<file path="config.mk">
export PLATFORM = sky130hd
export DESIGN_NAME = clk_div_ctrl_flat
export DESIGN_NICKNAME = d
export VERILOG_FILES = /design/src/rtl/clk_div_pkg.sv /design/src/rtl/clk_div_ctrl_if.sv /design/src/rtl/clk_div_mod_cnt.sv /design/src/rtl/clk_div_ctrl.sv /design/src/flat_wrapper.sv
export SDC_FILE = /design/constraint.sdc
export NUM_CORES = 1
export LEC_CHECK = 0
export ABC_AREA = 1
export CAP_MARGIN = 5
export CORE_ASPECT_RATIO = 1.5
export CORE_MARGIN = 8
export CORE_UTILIZATION = 30
export CTS_CLUSTER_SIZE = 24
export DETAILED_ROUTE_END_ITERATION = 16
export DONT_BUFFER_PORTS = 1
export PLACE_DENSITY = 0.48
export SLEW_MARGIN = 20
export SYNTH_ARGS = -nofsm -noshare
export SYNTH_HDL_FRONTEND = slang
export SYNTH_HIERARCHICAL = 1
export SYNTH_SLANG_ARGS = --single-unit
</file>
<file path="constraint.sdc">
create_clock -name clk -period 4.25 [get_ports clk]
set_input_delay 0.85 -clock clk [delete_from_list [all_inputs] [get_ports clk]]
set_output_delay 0.85 -clock clk [all_outputs]
set_load 0.02 [all_outputs]
</file>
<file path="src/rtl/clk_div_pkg.sv">
// Shared types and helpers for the clock-enable scheduler.
// The state encoding and ratio clamp are shared by the controller and its interface.
package clk_div_pkg;

  typedef enum logic [1:0] {
    StIdle,
    StRun,
    StStopping
  } state_t;

  localparam int unsigned DefaultCntW = 8;

  // A zero ratio would never wrap, so it is treated as divide-by-one.
  function automatic logic [31:0] clamp_ratio(input logic [31:0] ratio);
    return (ratio == 32'd0) ? 32'd1 : ratio;
  endfunction

endpackage

</file>
<file path="src/rtl/clk_div_ctrl_if.sv">
// Control, config and status bundle of clk_div_ctrl.
// The master drives the requests; the slave returns the strobe and status.
interface clk_div_ctrl_if
  import clk_div_pkg::*;
#(
  parameter int unsigned CNT_W = DefaultCntW
);

  logic             start;
  logic             stop;
  logic             cfg_valid;
  logic [CNT_W-1:0] cfg_ratio;
  logic             cfg_ready;
  logic             tick;
  logic             busy;
  logic [CNT_W-1:0] cur_ratio;
  logic [CNT_W-1:0] phase;

  modport master (
    output start, stop, cfg_valid, cfg_ratio,
    input  cfg_ready, tick, busy, cur_ratio, phase
  );

  modport slave (
    input  start, stop, cfg_valid, cfg_ratio,
    output cfg_ready, tick, busy, cur_ratio, phase
  );

endinterface

</file>
<file path="src/rtl/clk_div_mod_cnt.sv">
// Modulo counter with enable and synchronous clear.
// It counts 0..modulus_i-1 and flags the last count with wrap_o.
module clk_div_mod_cnt
  import clk_div_pkg::*;
#(
  parameter int unsigned CNT_W = DefaultCntW
) (
  input  logic             clk_i,
  input  logic             rst_ni,
  input  logic             en_i,
  input  logic             clr_i,
  input  logic [CNT_W-1:0] modulus_i,
  output logic [CNT_W-1:0] cnt_o,
  output logic             wrap_o
);

  logic [CNT_W-1:0] cnt_q, cnt_d;

  assign wrap_o = en_i && (cnt_q == (modulus_i - CNT_W'(1)));
  assign cnt_o  = cnt_q;

  always_comb begin
    cnt_d = cnt_q;
    if (clr_i || wrap_o) begin
      cnt_d = '0;
    end else if (en_i) begin
      cnt_d = cnt_q + CNT_W'(1);
    end
  end

  always_ff @(posedge clk_i or negedge rst_ni) begin
    if (!rst_ni) begin
      cnt_q <= '0;
    end else begin
      cnt_q <= cnt_d;
    end
  end

endmodule

</file>
<file path="src/rtl/clk_div_ctrl.sv">
// Runtime-programmable tick scheduler: a one-cycle tick every cur_ratio cycles while running.
// Ratio changes and stops land only on period boundaries, so no period is ever truncated.
module clk_div_ctrl
  import clk_div_pkg::*;
#(
  parameter int unsigned CNT_W         = DefaultCntW,
  parameter int unsigned DEFAULT_RATIO = 16
) (
  input logic               clk,
  input logic               rst,
  clk_div_ctrl_if.slave     bus
);

  state_t           state_q, state_d;
  logic             tick_q, tick_d;
  logic             cfg_ready_q, cfg_ready_d;
  logic [CNT_W-1:0] cur_ratio_q, cur_ratio_d;
  logic [CNT_W-1:0] pend_ratio_q, pend_ratio_d;
  logic             pend_valid_q, pend_valid_d;

  logic [CNT_W-1:0] cnt;
  logic             wrap;
  logic             cnt_en;
  logic             cfg_acc;
  logic [CNT_W-1:0] cfg_ratio_clamped;

  assign cnt_en            = (state_q != StIdle);
  assign cfg_acc           = bus.cfg_valid && cfg_ready_q;
  assign cfg_ratio_clamped = CNT_W'(clamp_ratio(32'(bus.cfg_ratio)));

  clk_div_mod_cnt #(
    .CNT_W(CNT_W)
  ) u_mod_cnt (
    .clk_i    (clk),
    .rst_ni   (rst),
    .en_i     (cnt_en),
    .clr_i    (!cnt_en),
    .modulus_i(cur_ratio_q),
    .cnt_o    (cnt),
    .wrap_o   (wrap)
  );

  always_comb begin
    state_d      = state_q;
    tick_d       = 1'b0;
    cur_ratio_d  = cur_ratio_q;
    pend_ratio_d = pend_ratio_q;
    pend_valid_d = pend_valid_q;

    case (state_q)
      StIdle: begin
        if (bus.start) begin
          state_d = StRun;
          tick_d  = 1'b1;
        end
      end
      StRun: begin
        if (bus.stop) begin
          state_d = wrap ? StIdle : StStopping;
        end else begin
          tick_d = wrap;
        end
      end
      StStopping: begin
        if (wrap) begin
          state_d = StIdle;
        end
      end
      default: state_d = StIdle;
    endcase

    if (state_q == StIdle) begin
      if (cfg_acc) begin
        cur_ratio_d = cfg_ratio_clamped;
      end
    end else begin
      if (wrap && pend_valid_q) begin
        cur_ratio_d  = pend_ratio_q;
        pend_valid_d = 1'b0;
      end
      // An accept on the wrap cycle itself waits for the following wrap.
      if (cfg_acc) begin
        pend_ratio_d = cfg_ratio_clamped;
        pend_valid_d = 1'b1;
      end
      // Nothing may stay pending in idle: there is no later wrap to apply it.
      if ((state_d == StIdle) && pend_valid_d) begin
        cur_ratio_d  = pend_ratio_d;
        pend_valid_d = 1'b0;
      end
    end

    // Held low through the first cycle of the new period after a pending value lands.
    cfg_ready_d = (state_d == StIdle) || !(pend_valid_d || pend_valid_q);
  end

  always_ff @(posedge clk or negedge rst) begin
    if (!rst) begin
      state_q      <= StIdle;
      tick_q       <= 1'b0;
      cfg_ready_q  <= 1'b1;
      cur_ratio_q  <= CNT_W'(DEFAULT_RATIO);
      pend_ratio_q <= CNT_W'(1);
      pend_valid_q <= 1'b0;
    end else begin
      state_q      <= state_d;
      tick_q       <= tick_d;
      cfg_ready_q  <= cfg_ready_d;
      cur_ratio_q  <= cur_ratio_d;
      pend_ratio_q <= pend_ratio_d;
      pend_valid_q <= pend_valid_d;
    end
  end

  assign bus.tick      = tick_q;
  assign bus.busy      = (state_q != StIdle);
  assign bus.cfg_ready = cfg_ready_q;
  assign bus.cur_ratio = cur_ratio_q;
  assign bus.phase     = cnt;

endmodule

</file>
<file path="src/flat_wrapper.sv">
// flat-port wrapper written by rule: the top's interface ports become plain ports
module clk_div_ctrl_flat import clk_div_pkg::*;
#(
  parameter int unsigned CNT_W         = DefaultCntW,
  parameter int unsigned DEFAULT_RATIO = 16
)
  (clk, rst, bus_start, bus_stop, bus_cfg_valid, bus_cfg_ratio, bus_cfg_ready, bus_tick, bus_busy, bus_cur_ratio, bus_phase);
  clk_div_ctrl_if #(.CNT_W(CNT_W)) bus_i ();
  input logic clk;
  input logic rst;
  input wire logic [$bits(bus_i.start)-1:0] bus_start;
  input wire logic [$bits(bus_i.stop)-1:0] bus_stop;
  input wire logic [$bits(bus_i.cfg_valid)-1:0] bus_cfg_valid;
  input wire logic [$bits(bus_i.cfg_ratio)-1:0] bus_cfg_ratio;
  output wire logic [$bits(bus_i.cfg_ready)-1:0] bus_cfg_ready;
  output wire logic [$bits(bus_i.tick)-1:0] bus_tick;
  output wire logic [$bits(bus_i.busy)-1:0] bus_busy;
  output wire logic [$bits(bus_i.cur_ratio)-1:0] bus_cur_ratio;
  output wire logic [$bits(bus_i.phase)-1:0] bus_phase;
  assign bus_i.start = bus_start;
  assign bus_i.stop = bus_stop;
  assign bus_i.cfg_valid = bus_cfg_valid;
  assign bus_i.cfg_ratio = bus_cfg_ratio;
  assign bus_cfg_ready = bus_i.cfg_ready;
  assign bus_tick = bus_i.tick;
  assign bus_busy = bus_i.busy;
  assign bus_cur_ratio = bus_i.cur_ratio;
  assign bus_phase = bus_i.phase;
  clk_div_ctrl #(.CNT_W(CNT_W), .DEFAULT_RATIO(DEFAULT_RATIO)) u_core (.clk(clk), .rst(rst), .bus(bus_i));
endmodule
</file>
==> results.txt, run 1 <==
----------------------------------------------------
[Logic synthesis]
  Async S/R FF share, synth ... 100%
  Post-synthesis simple-gate area fraction ... a little over two fifths
  Dominant combinational cell family by area after synthesis ... simple AND/OR/NAND/NOR gates
  Primary FF master, synth ... sky130_fd_sc_hd__dfrtp_1
  Count of flip-flops with a built-in enable after synthesis ... 0
  Number of synthesized register bits ... 29
  Post-Synthesis Net Count ... 302
  Mean cell area of the mapped netlist ... approximately 6.7 sq um
  Fraction of the mapped netlist area in compound gates ... 6.42%
  Fraction of the mapped netlist area in adder cells ... approximately 1.3%
  Mux share of post-synthesis cell area ... 0.519%
  Fraction of synthesized cell area in xor and xnor cells ... roughly 3.2%
  Yosys cell types ... 28
  Fraction of the yosys area taken by sequential cells ... between 30 and 40%
  Post-synthesis cell area ... 1930 sq um
  Number of instances in the synthesized netlist ... ~290
  Number of synthesis warnings ... 6

[Power]
  Register share of total power ... 35.5%
  Power dissipated by switching net loads ... a little over 900 uW
  Switching share of total power ... 51.7%
  Share of total power in the clock network ... 13.3%
  Power density over the cells ... about 850 nW/um^2
  Standby leakage power ... 1.07 nW
  Combinational share of power ... 51.2%
  P_int ... approximately 860 uW
  Worst vdd ir ... around 190 uV

[Clock network]
  Buffer levels on the longest clock path ... 2
  Post-CTS setup buffer count ... 0
  Post-CTS sizing ... 0
  Number of CTS-inserted buffers ... 5
  Clk slew on worst S/H paths ... 0.06 ns
  Clock latency at the later pin of the worst-skew pair ... 0.29 ns
  TritonCTS clock tree ... built
  Number of hold buffers added after CTS ... 0
  Master cell of the clock root buffer ... sky130_fd_sc_hd__clkbuf_8
  Clock Sink Count ... 29
  Level count of the clock H-tree ... 2

[Timing]
  Final cycle utilization of the critical path ... 66.3%
  Number of setup violations in the final report ... 0
  Total negative setup slack ... 0 ns
  Max_slew headroom ... between 60% and 70%
  RSZ-0062 raised after global routing ... false
  Worst-case clock skew ... 0.00602 ns
  Transition time of the tightest slew-check pin ... about 0.56 ns
  Minimum clock period after layout ... between 2 and 3 ns
  Max Clk Rate ... 355 MHz
  Fin worst setup slack ... 1.43 ns
  Final Hold Viols ... 0
  Number of max-slew violations in the final report ... 0

[Detailed routing]
  Via density ... 4.82
  Iteration-0 DRC count of the detailed router ... 90
  Average wire per standard cell ... 13.9 um
  Wire length reported by the detailed router ... 5080 um
  Number of search-and-repair iterations in the first detailed-routing pass ... 4
  Drt drc ... 0
  Number of vias after detailed routing ... ~1.8k
  Count of antenna-violating nets left after detailed routing ... 0

[Global route]
  Total grt overflow ... 0
  Via count of the first global-routing pass ... 1768
  Global-route wire length before repair ... 8760 um
  Maximum number of pins on one net before global-route repair ... 35
  Antenna violations before repair ... 0
  GRT Total Usage ... 12.2%

[Floorplanning]
  Standard-cell row count ... 36
  Height of the die ... 114 um
  Core area ... 6350 sq um
  Width of the chip ... 81.5 um
  Initial Utilization ... a little under a third
  Num ports ... 32
  DIE AREA ... 9310 sq um

[Status]
  Status ... complete, no violations

[Cells and area]
  Share of cells above drive strength 1 ... 10.0%
  Filler Cell Count ... 696
  Nets ... about 300
  Antenna fix cells ... 0
  Non-filler instance count after layout ... 365
  Layout-stage area growth over the synthesis result ... 7.72%

[Critical path]
  Data arrival at the endpoint of the critical path ... 3.04 ns
  Kind of end point of the critical path ... flop
  Required time at the worst-slack endpoint ... 4.48 ns
  Setup CP Type ... reg2reg
  Startpoint types ... flop
  Critical path's slowest cell ... sky130_fd_sc_hd__dfrtp_1
  Crit path top cell by count ... sky130_fd_sc_hd__nand2_1
  Top delay family on crit path ... simple AND/OR/NAND/NOR gates
  Highest net fanout along the worst path ... 13
  Biggest cell delay along the critical path ... 0.61 ns
  Critical path, cell by cell ... inv_2, ha_1, inv_1, nor2_1, o21ai_1, nand2_1, nand2_1, nor2_2, nand3_2, inv_1, o21ai_0, nand3_2, nand2_2, nand2_2, nor2_1, nand2_1, nand2_1
  Count of buffer and inverter cells on the critical path ... 3

[Placement]
  Cell Count Post-Placement ... 357
  Worst slack after detailed placement ... around 1.4 ns
  Number of I/O port buffers ... 0
  GPL Wtd Cong ... 0.831
  Post-detailed-placement half-perimeter wirelength ... a little under 4000 um

[Min path]
  Tightest Hold Check Type ... in2async

[Run]
  Reported max-cap violation count ... 0

----------------------------------------------------
==> worst register-to-register path: stages (launching register included) <==
cell and delay (ns):
sky130_fd_sc_hd__dfrtp_1 0.61, sky130_fd_sc_hd__inv_2 0.09, sky130_fd_sc_hd__ha_1 0.25, sky130_fd_sc_hd__inv_1 0.06, sky130_fd_sc_hd__nor2_1 0.05, sky130_fd_sc_hd__o21ai_1 0.15
sky130_fd_sc_hd__nand2_1 0.06, sky130_fd_sc_hd__nand2_1 0.07, sky130_fd_sc_hd__nor2_2 0.04, sky130_fd_sc_hd__nand3_2 0.11, sky130_fd_sc_hd__inv_1 0.11, sky130_fd_sc_hd__o21ai_0 0.28
sky130_fd_sc_hd__nand3_2 0.26, sky130_fd_sc_hd__nand2_2 0.14, sky130_fd_sc_hd__nand2_2 0.18, sky130_fd_sc_hd__nor2_1 0.15, sky130_fd_sc_hd__nand2_1 0.08, sky130_fd_sc_hd__nand2_1 0.05
==> layout by cell type, fill, tap and decap left out <==
cell type                  netlist  routed
sky130_fd_sc_hd__o21ai_1         4       4
sky130_fd_sc_hd__dfstp_2         3       3
sky130_fd_sc_hd__ha_1            2       2
sky130_fd_sc_hd__nand3_2         2       2
sky130_fd_sc_hd__o21ai_0         7       7
sky130_fd_sc_hd__nor2_1         41      41
sky130_fd_sc_hd__a31oi_1         7       7
sky130_fd_sc_hd__nand2_1        97      97
sky130_fd_sc_hd__mux2i_1         1       1
sky130_fd_sc_hd__or2_1           1       1
sky130_fd_sc_hd__xor2_1          3       3
sky130_fd_sc_hd__a22oi_1         2       2
sky130_fd_sc_hd__nand2_2         3       3
sky130_fd_sc_hd__nand3_1        26      26
sky130_fd_sc_hd__clkinv_1        1       1
sky130_fd_sc_hd__a21oi_1         2       2
sky130_fd_sc_hd__nand4_1         2       2
sky130_fd_sc_hd__inv_1          31      31
sky130_fd_sc_hd__buf_4           0       1
sky130_fd_sc_hd__dfrtp_1        26      26
sky130_fd_sc_hd__inv_2           1       1
sky130_fd_sc_hd__xnor2_1         4       4
sky130_fd_sc_hd__clkbuf_8        0       6
sky130_fd_sc_hd__nand2_4         2       2
sky130_fd_sc_hd__nor2_2          9       9
sky130_fd_sc_hd__nor2_4          2       2
sky130_fd_sc_hd__nor3_1          1       1
sky130_fd_sc_hd__clkbuf_1        3       2
==> power by group through the flow <==
stage	sequential, mW	combinational (mW)	clock [mW]
2_1_floorplan	0.582	0.795	0
3_3_place_gp	0.636	0.909	0
3_5_place_dp	0.639	0.914	0
4_1_cts	0.635	0.919	0.249
5_1_grt	0.657	1.08	0.260
6_report	0.629	0.910	0.236
==> registers in the layout, indices dropped and copies added (netlist names) <==
name and cells:
u_core/bus.cur_ratio 8, u_core/pend_ratio_q 8, u_core/u_mod_cnt/cnt_o 8, u_core/state_q 2
u_core/bus.cfg_ready 1, u_core/bus.tick 1, u_core/pend_valid_q 1
==> final cells by class <==
cell class / count / area [sq um] / area share [%]
multi-input cells: 218 / 1030 / 49.7
flip-flops and latches: 29 / 729 / 35.1
inverters: 33 / 124 / 5.96
well taps: 76 / 95.1 / 4.58
clock buffers: 8 / 90.1 / 4.33
repair buffers: 1 / 7.51 / 0.361
==> path summary, 6_finish.rpt <==
kind,cells after the start,start,slack [ns],to
setup reg to reg,17,u_core/bus.cur_ratio[0]$_DFFE_PN0P_,1.43,u_core/bus.cur_ratio[6]$_DFFE_PN0P_
hold / removal,0,rst,0.25,u_core/bus.tick$_DFF_PN0_
setup / recovery,17,u_core/bus.cur_ratio[0]$_DFFE_PN0P_,1.43,u_core/bus.cur_ratio[6]$_DFFE_PN0P_
max in group asynchronous,0,rst,3.81,u_core/pend_ratio_q[0]$_DFFE_PN1N_
hold reg to reg,1,u_core/pend_valid_q$_DFF_PN0_,0.48,u_core/bus.cfg_ready$_DFF_PN1_
min in group clk,1,u_core/pend_valid_q$_DFF_PN0_,0.48,u_core/bus.cfg_ready$_DFF_PN1_
==> routing by layer <==
| layer | vias to the layer above | GRT usage (%) | wire length, um |
|---|---|---|---|
| met2 | 41 | 20.6 | 2540 |
| met5 | - | 0 | 0 |
| met4 | 0 | 7.31 | 155 |
| li1 | 904 | - | - |
| met3 | 10 | 2.99 | 336 |
| met1 | 803 | 13.0 | 2040 |
==> synth_stat cells, types with 4 or more instances <==
| cell type | count | area, sq um |
|---|---|---|
| sky130_fd_sc_hd__nand3_1 | 26 | 130 |
| sky130_fd_sc_hd__xnor2_1 | 4 | 35.0 |
| sky130_fd_sc_hd__o21ai_1 | 4 | 20.0 |
| sky130_fd_sc_hd__nand2_1 | 97 | 364 |
| sky130_fd_sc_hd__o21ai_0 | 7 | 35.0 |
| sky130_fd_sc_hd__dfrtp_1 | 26 | 651 |
| sky130_fd_sc_hd__inv_1 | 31 | 116 |
| sky130_fd_sc_hd__nor2_1 | 41 | 154 |
| sky130_fd_sc_hd__nor2_2 | 9 | 56.3 |
| sky130_fd_sc_hd__a31oi_1 | 7 | 43.8 |
==> through the flow <==
step | area [sq um] | power [mW] | hold WS [ns] | util [%]
final | 2080 | 1.78 | 0.254 | 32.7
after global placement | 1990 | 1.55 | 0.473 | 31.3
after floorplan | 1930 | 1.38 | 0.425 | -
after global routing | 2080 | 2.00 | 0.237 | 32.7
after detailed placement | 1990 | 1.55 | 0.449 | 31.3
after CTS | 2080 | 1.80 | 0.237 | 32.7
==> cells by family (layout without fill, tap and decap cells) <==
| kind of cell | after synthesis | after routing |
|---|---|---|
| simple gates | 186 | 186 |
| xor+xnor | 7 | 7 |
| mux | 1 | 1 |
| fa+ha+maj | 2 | 2 |
| buf+inv | 40 | 42 |
| flops | 29 | 29 |
| compound gates | 22 | 22 |
Power figures use the tool's default switching activity.
==> inputs of run 2 (changes only) <==
==> constraint.sdc (replaced) <==
create_clock -name clk -period 2.9 [get_ports clk]
set_input_delay 0.58 -clock clk [delete_from_list [all_inputs] [get_ports clk]]
set_output_delay 0.58 -clock clk [all_outputs]
set_load 0.02 [all_outputs]
==> run 2 against run 1 <==
Against the previous run: via count rose by 1.4%; sequential share of layout area fell by 1.6 points; critical path type unchanged; count of clock-buffer cells in the layout fell by 1; flip-flop and latch count did not move; worst hold slack got worse by 0.14 ns; first-iteration DRC count fell by 14%; clock power rose by 84%; combinational power rose by 63%; register-to-register slack got worse by 1.1 ns.
==> results.txt, run 2 (synthesis gave the netlist of run 1 again) <==
----------------------------------------------------
[Critical path]
  Highest net fanout along the worst path ... 13 (unchanged)
  Required time at the worst-slack endpoint ... 3.07 ns (-1.41 ns)
  Setup CP Type ... reg2reg
  Critical path's slowest cell ... sky130_fd_sc_hd__dfrtp_1
  Worst r2r path cells ... 20 (+3)
  Startpoint types ... flop
  Crit path top cell by count ... sky130_fd_sc_hd__nand2_1
  Biggest cell delay along the critical path ... 0.38 ns (-0.23 ns)
  Data arrival at the endpoint of the critical path ... 2.70 ns (-0.34 ns)
  Critical path, cell by cell ... inv_2, ha_1, inv_1, nor2_1, nand3_1, nand2_1, nand2_1, nand2_1, nor2_2, nand3_2, inv_1, nor2_4, nand2_4, nand3_2, buf_4, nand2_2, nand2_4, nor2_1, nand2_1, nand2_1
  Count of buffer and inverter cells on the critical path ... 4 (+1)
  WP depth ... 20 (+3)
  Top delay family on crit path ... simple AND/OR/NAND/NOR gates
  Kind of end point of the critical path ... flop

[Cells and area]
  Layout-stage area growth over the synthesis result ... 12.9%
  Nets ... 310 (+2.3%)
  Area of all placed cells without fillers ... 2180 sq um (+4.8%)
  Most common library cell in the layout ignoring fill and taps ... sky130_fd_sc_hd__nand2_1
  Antenna fix cells ... 0 (unchanged)
  Most frequent cells in the layout ... sky130_fd_sc_hd__nand2_1 (97), sky130_fd_sc_hd__nor2_1 (41), sky130_fd_sc_hd__inv_1 (31)
  Area taken by flip-flops and latches ... 729 sq um (unchanged)
  Share of cells above drive strength 1 ... 12.8% (+2.8 points)
  Filler Cell Count ... 704 (+1.1%)
  Multi-input combinational cell area ... 1040 sq um (+0.85%)

[Detailed routing]
  Drt drc ... 0 (unchanged)
  Iteration-0 DRC count of the detailed router ... 77 (-14%)
  Count of antenna-violating nets left after detailed routing ... 0 (unchanged)
  Number of vias after detailed routing ... 1782 (+1.4%)
  Via density ... 4.79 (-0.54%)
  Number of search-and-repair iterations in the first detailed-routing pass ... 4 (unchanged)
  Average wire per standard cell ... 13.8 um (-0.95%)
  Wire length reported by the detailed router ... 5120 um (+0.95%)

[Global route]
  GRT Total Usage ... 12.1% (-0.078 points)
  Global-route wire length before repair ... 8780 um (+0.15%)
  Total grt overflow ... 0 (unchanged)
  Maximum number of pins on one net before global-route repair ... 35 (unchanged)
  Via count of the first global-routing pass ... 1778 (+0.57%)
  Antenna violations before repair ... 0 (unchanged)

[Run]
  Reported max-cap violation count ... 0 (unchanged)

[Placement]
  Number of I/O port buffers ... 0 (unchanged)
  GPL Wtd Cong ... 0.808 (-2.8%)
  Post-detailed-placement half-perimeter wirelength ... 3940 um (+1.9%)
  Placed Instance Area ... 2030 sq um (+2.3%)

[Timing]
  Total negative setup slack ... 0 ns (unchanged)
  Transition time of the tightest slew-check pin ... 0.439 ns (-0.117 ns)
  Minimum clock period after layout ... 2.53 ns (-0.286 ns)
  Final cycle utilization of the critical path ... 87.4% (+21 points)
  Max_slew headroom ... 70.7% (+7.8 points)
  Number of setup violations in the final report ... 0 (unchanged)
  Worst-case clock skew ... 0.00492 ns (-0.00110 ns)
  Final Hold Viols ... 0 (unchanged)
  Number of max-slew violations in the final report ... 0 (unchanged)
  Max Clk Rate ... 395 MHz (+11%)
  RSZ-0062 raised after global routing ... false

[Clock network]
  Number of CTS-inserted buffers ... 5 (unchanged)
  Clock Sink Count ... 29 (unchanged)
  Buffer levels on the longest clock path ... 2 (unchanged)
  Clk slew on worst S/H paths ... 0.07 ns (about the same)
  TritonCTS clock tree ... built
  Level count of the clock H-tree ... 2 (unchanged)
  Master cell of the clock root buffer ... sky130_fd_sc_hd__clkbuf_8
  Clock latency at the later pin of the worst-skew pair ... 0.28 ns (about the same)

[Power]
  Power density over the cells ... 1270 nW/um^2 (+49%)
  Worst vdd ir ... 250 uV (+33%)
  Standby leakage power ... 1.12 nW (+5.2%)

[Floorplanning]
  Standard-cell row count ... 36 (unchanged)
  DIE AREA ... 9310 sq um (unchanged)
  Core area ... 6350 sq um (unchanged)
  Width of the chip ... 81.5 um (unchanged)
  Initial Utilization ... 30.4% (unchanged)
  Height of the die ... 114 um (unchanged)
  Num ports ... 32 (unchanged)

[Status]
  Status ... complete, no violations

[Min path]
  Tightest Hold Check Type ... in2async

----------------------------------------------------
run 2: final timing paths:
path,endpoint,startpoint,slack (ns)
min,u_core/u_mod_cnt/cnt_o[2]$_DFFE_PN0P_,rst,0.12
min reg2reg,u_core/bus.cfg_ready$_DFF_PN1_,u_core/pend_valid_q$_DFF_PN0_,0.48
min in group clk,u_core/bus.tick$_DFF_PN0_,bus_start,0.46
max reg2reg,u_core/bus.cur_ratio[1]$_DFFE_PN0P_,u_core/bus.cur_ratio[0]$_DFFE_PN0P_,0.37
max,u_core/bus.cur_ratio[1]$_DFFE_PN0P_,u_core/bus.cur_ratio[0]$_DFFE_PN0P_,0.37
max in group asynchronous,u_core/bus.cur_ratio[0]$_DFFE_PN0P_,rst,2.62
run 2: routing by layer:
| metal | global-route usage [%] | wire [um] |
|---|---|---|
| met1 | 12.8 | 1970 |
| met2 | 21.0 | 2660 |
| met3 | 3.14 | 343 |
| met4 | 5.99 | 149 |
| met5 | 0 | 0 |
run 2: metrics by stage:
step	util, %	hold WS, ns	worst slack [ns]	std cells	power, mW
2_1_floorplan	-	0.284	0.355	287	2.02
3_3_place_gp	32.0	0.286	0.292	363	2.33
3_5_place_dp	32.0	0.286	0.255	363	2.34
4_1_cts	34.2	0.114	0.223	372	2.81
5_1_grt	34.3	0.110	0.0496	372	3.09
6_report	34.3	0.115	0.366	372	2.78
run 2: repair_timing:
item,4_1_cts,5_1_grt
resized for setup,0,3
setup endpoints to repair,0,8
endpoints found under the hold margin,26,0
buffers inserted,0,0
hold buffers,1,0
run 2: power by group:
group          internal [mW]  total (mW)  switching, mW
combinational          0.529        1.48          0.952
clock                  0.280       0.435          0.155
sequential             0.597       0.859          0.262
run 2: layout make-up:
class	count	share of cell area [%]
well taps	76	4.37
clock inverters	1	1.38
repair buffers	8	3.33
flip-flops and latches	29	33.5
multi-input cells	218	47.8
clock buffers	7	3.96
inverters	33	5.69
==> inputs of run 3 (changes only) <==
--- a/config.mk
+++ b/config.mk
@@ -5,7 +5,6 @@
 export SDC_FILE = /design/constraint.sdc
 export NUM_CORES = 1
 export LEC_CHECK = 0
-export ABC_AREA = 1
 export CAP_MARGIN = 5
 export CORE_ASPECT_RATIO = 1.5
 export CORE_MARGIN = 8
@@ -13,7 +12,7 @@
 export CTS_CLUSTER_SIZE = 24
 export DETAILED_ROUTE_END_ITERATION = 16
 export DONT_BUFFER_PORTS = 1
-export PLACE_DENSITY = 0.48
+export PLACE_DENSITY = 0.42
 export SLEW_MARGIN = 20
 export SYNTH_ARGS = -nofsm -noshare
 export SYNTH_HDL_FRONTEND = slang
==> constraint.sdc (replaced) <==
create_clock -name clk -period 3.05 [get_ports clk]
set_input_delay 0.61 -clock clk [delete_from_list [all_inputs] [get_ports clk]]
set_output_delay 0.61 -clock clk [all_outputs]
set_load 0.02 [all_outputs]
==> run 3 against run 2 <==
Against the previous run: fmax shrank 9.8%; die area decreased by 5.4%; global-route usage decreased by 0.23 points; first-iteration DRC count shrank 27%; critical endpoint is now u_core/bus.cur_ratio[4]$_DFFE_PN1P_; clock skew is 0.0056 ns higher; worst hold slack lost 0.091 ns; critical path type unchanged; cell count decreased by 29%.
==> results.txt, run 3 <==
----------------------------------------------------
[Status]
  Status ... complete, no violations

[Clock network]
  Buffer levels on the longest clock path ... 2 (unchanged)
  Post-CTS setup buffer count ... 0 (unchanged)
  Clk slew on worst S/H paths ... 0.07 ns (about the same)
  Clock Sink Count ... 29 (unchanged)
  Level count of the clock H-tree ... 2 (unchanged)
  Number of CTS-inserted buffers ... 5 (unchanged)
  TritonCTS clock tree ... built
  Clock latency at the later pin of the worst-skew pair ... 0.28 ns (about the same)
  Master cell of the clock root buffer ... sky130_fd_sc_hd__clkbuf_8

[Power]
  Worst vdd ir ... 403 uV (+61%)
  Power dissipated by switching net loads ... 1.06 mW (-22%)
  Switching share of total power ... 43.9% (-5.4 points)
  P_int ... 1.36 mW (-3.6%)
  Combinational share of power ... 50.9% (-2.5 points)
  Power density over the cells ... 1150 nW/um^2 (-10%)
  Register share of total power ... 31.7% (+0.7 points)
  Share of total power in the clock network ... 17.4% (+1.7 points)
  Standby leakage power ... 0.826 nW (-26%)

[Critical path]
  Setup CP Type ... reg2reg
  Count of buffer and inverter cells on the critical path ... 1 (-3)
  Critical path's slowest cell ... sky130_fd_sc_hd__nor3b_1
  Worst flop-to-flop path endpoint ... u_core/bus.cur_ratio[4]$_DFFE_PN1P_
  Top delay family on crit path ... compound AO/OA/AOI/OAI gates
  Kind of end point of the critical path ... flop
  Worst r2r path cells ... 11 (-45%)
  Beginning of the worst register-to-register path ... u_core/bus.cur_ratio[0]$_DFFE_PN0P_
  Critical path, cell by cell ... inv_1, ha_1, xnor2_1, a21oi_1, o2111ai_1, nor4_4, and2_2, nor3b_1, a211oi_4, a32o_1, a22o_1
  Biggest cell delay along the critical path ... 0.51 ns (+0.13 ns)
  Flop2flop setup slack ... 0.24 ns (-0.13 ns)
  Data arrival at the endpoint of the critical path ... 3.03 ns (+0.33 ns)
  Startpoint types ... flop
  Highest net fanout along the worst path ... 10 (-3)
  Required time at the worst-slack endpoint ... 3.27 ns (+0.20 ns)

[Cells and area]
  Nets ... 205 (-34%)
  Antenna fix cells ... 0 (unchanged)
  Layout-stage area growth over the synthesis result ... 16.8%
  Most common library cell in the layout ignoring fill and taps ... sky130_fd_sc_hd__dfrtp_1
  Share of cells above drive strength 1 ... 23.6% (+11 points)
  Area of all placed cells without fillers ... 2110 sq um (-3.2%)
  Most frequent cells in the layout ... sky130_fd_sc_hd__dfrtp_1 (26), sky130_fd_sc_hd__buf_4 (16), sky130_fd_sc_hd__nand2_1 (13)
  Filler Cell Count ... 574 (-18%)

[Logic synthesis]
  Fraction of the mapped netlist area in adder cells ... 1.39% (+0.089 points)
  Commonest cells in the synthesized netlist ... sky130_fd_sc_hd__dfrtp_1 (26), sky130_fd_sc_hd__nand2_1 (13), sky130_fd_sc_hd__xnor2_1 (11)
  Fraction of the yosys area taken by sequential cells ... 40.4% (+2.6 points)
  Primary FF master, synth ... sky130_fd_sc_hd__dfrtp_1
  Post-Synthesis Net Count ... 188 (-38%)
  Post-synthesis simple-gate area fraction ... 14.8% (-27 points)
  Count of flip-flops with a built-in enable after synthesis ... 0 (unchanged)
  Post-synthesis cell area ... 1810 sq um (-6.4%)
  Mean cell area of the mapped netlist ... 10.4 sq um (+55%)
  Dominant combinational cell family by area after synthesis ... compound AO/OA/AOI/OAI gates
  Number of instances in the synthesized netlist ... 173 (-40%)
  Number of synthesized register bits ... 29 (unchanged)
  Dominant cells by area after synthesis ... sky130_fd_sc_hd__dfrtp_1 (36%), sky130_fd_sc_hd__xnor2_1 (5.3%), sky130_fd_sc_hd__dfstp_2 (4.4%), sky130_fd_sc_hd__mux2_2 (4.4%), sky130_fd_sc_hd__a22o_1 (3.9%)
  Library cell with the largest summed area after synthesis ... sky130_fd_sc_hd__dfrtp_1
  Number of synthesis warnings ... 6 (unchanged)
  Yosys cell types ... 48 (+71%)
  Most used standard cell by instance count after synthesis ... sky130_fd_sc_hd__dfrtp_1
  Mux share of post-synthesis cell area ... 4.92% (+4.4 points)
  Fraction of the mapped netlist area in compound gates ... 25.8% (+19 points)
  Async S/R FF share, synth ... 100% (unchanged)
  Area share of the largest cell type after synthesis ... 36.0% (+2.3 points)
  Fraction of synthesized cell area in xor and xnor cells ... 8.73% (+5.6 points)

[Global route]
  Total grt overflow ... 0 (unchanged)
  Via count of the first global-routing pass ... 1606 (-9.7%)
  Antenna violations before repair ... 0 (unchanged)
  Global-route wire length before repair ... 8280 um (-5.7%)
  GRT Total Usage ... 11.8% (-0.23 points)
  Maximum number of pins on one net before global-route repair ... 30 (-14%)

[Timing]
  Transition time of the tightest slew-check pin ... 0.570 ns (+0.130 ns)
  Final cycle utilization of the critical path ... 92.1% (+4.8 points)
  Final hold slack ... 0.0243 ns (-0.0911 ns)
  Minimum clock period after layout ... 2.81 ns (+0.276 ns)
  Max Clk Rate ... 356 MHz (-9.8%)
  Worst-case clock skew ... 0.0105 ns (+0.00560 ns)
  Max_slew headroom ... 61.9% (-8.8 points)
  Total negative setup slack ... 0 ns (unchanged)
  RSZ-0062 raised after global routing ... false
  Final Hold Viols ... 0 (unchanged)
  Number of max-slew violations in the final report ... 0 (unchanged)
  Number of setup violations in the final report ... 0 (unchanged)

[Detailed routing]
  Count of antenna-violating nets left after detailed routing ... 0 (unchanged)
  Iteration-0 DRC count of the detailed router ... 56 (-27%)
  Wire length reported by the detailed router ... 5180 um (+1.0%)
  Via density ... 5.66 (+18%)
  Number of vias after detailed routing ... 1488 (-16%)
  Number of search-and-repair iterations in the first detailed-routing pass ... 5 (+1)
  Average wire per standard cell ... 19.7 um (+43%)
  Drt drc ... 0 (unchanged)

[Run]
  Reported max-cap violation count ... 0 (unchanged)

[Floorplanning]
  Initial Utilization ... 31.0% (+0.60 points)
  DIE AREA ... 8810 sq um (-5.4%)
  Height of the die ... 111 um (-2.8%)
  Standard-cell row count ... 34 (-5.6%)
  Width of the chip ... 79.3 um (-2.6%)
  Core area ... 5830 sq um (-8.2%)
  Num ports ... 32 (unchanged)

[Placement]
  Number of I/O port buffers ... 0 (unchanged)
  GPL Wtd Cong ... 0.848 (+5.0%)
  Post-detailed-placement half-perimeter wirelength ... 3960 um (+0.52%)
  Placed Instance Area ... 1970 sq um (-3.1%)

[Min path]
  Tightest Hold Check Type ... in2async

----------------------------------------------------
[run 3: kinds of logic (layout without fill, tap and decap cells)]
group	count (synthesis)	count (layout)
AOI/OAI and AO/OA	57	57
xor gates and xnor gates	18	18
adders and majority gates	2	2
buffers and inverters	14	32
DFF	29	29
muxes	8	8
and+or+nand+nor	45	45
[run 3: how the worst max path moves through the flow]
stage,startpoint,endpoint,cells past startpoint
detailed placement,u_core/bus.cur_ratio[0]$_DFFE_PN0P_,u_core/bus.cur_ratio[4]$_DFFE_PN1P_,11
CTS,u_core/bus.cur_ratio[0]$_DFFE_PN0P_,u_core/bus.cur_ratio[4]$_DFFE_PN1P_,11
finish,u_core/bus.cur_ratio[0]$_DFFE_PN0P_,u_core/bus.cur_ratio[4]$_DFFE_PN1P_,11
global route,u_core/bus.cur_ratio[0]$_DFFE_PN0P_,u_core/bus.cur_ratio[4]$_DFFE_PN1P_,11
floorplan,u_core/bus.cur_ratio[0]$_DFFE_PN0P_,u_core/bus.cur_ratio[0]$_DFFE_PN0P_,13
global placement,u_core/bus.cur_ratio[0]$_DFFE_PN0P_,u_core/bus.cur_ratio[4]$_DFFE_PN1P_,11
[run 3: final cells by class]
| class | count | area [sq um] | area share, % |
|---|---|---|---|
| Multi-Input combinational cell | 130 | 1010 | 48.0 |
| Sequential cell | 29 | 729 | 34.6 |
| Timing Repair Buffer | 17 | 130 | 6.17 |
| Tap cell | 72 | 90.1 | 4.27 |
| Clock buffer | 6 | 82.6 | 3.91 |
| Clock inverter | 2 | 37.5 | 1.78 |
| Inverter | 7 | 26.3 | 1.25 |
[run 3: worst register-to-register path: cells and delay by family (launching register included)]
family,cells,cell delay [ns]
xor+xnor,1,0.23
buf+inv,1,0.07
compound gates,5,0.88
flops,1,0.42
fa+ha+maj,1,0.29
simple gates,3,0.85
[run 3: timing repair]
| item | in CTS | in global routing |
|---|---|---|
| setup endpoints to repair | 0 | 8 |
| gates resized for setup | 0 | 2 |
| endpoints found under the hold margin | 0 | 9 |
| hold buffers | 0 | 1 |
[run 3: metrics by stage]
step | total power [mW] | worst slack [ns] | instances | utilization (%)
after floorplan | 1.64 | 0.0909 | 173 | -
after global placement | 1.96 | 0.235 | 254 | 33.8
after detailed placement | 1.99 | 0.129 | 254 | 33.8
after CTS | 2.43 | 0.120 | 262 | 35.9
after global routing | 2.59 | 0.0219 | 263 | 36.2
final | 2.42 | 0.240 | 263 | 36.2
[run 3: metal layers]
metal / vias to the layer above / part of all wire, % / global-route usage, % / wire length, um
met1: 751 / 37 / 11.7 / 1920
met5: - / 0 / 0 / 0
met2: 39 / 54 / 21.4 / 2800
met4: 0 / 1.4 / 4.10 / 75
li1: 687 / - / - / -
met3: 11 / 7.3 / 4.63 / 379
[run 3: power by group through the flow]
stage	clock (mW)	sequential, mW	combinational [mW]
finish	0.421	0.767	1.23
global route	0.448	0.795	1.35
CTS	0.437	0.773	1.22
detailed placement	0	0.780	1.21
global placement	0	0.776	1.19
floorplan	0	0.807	0.833
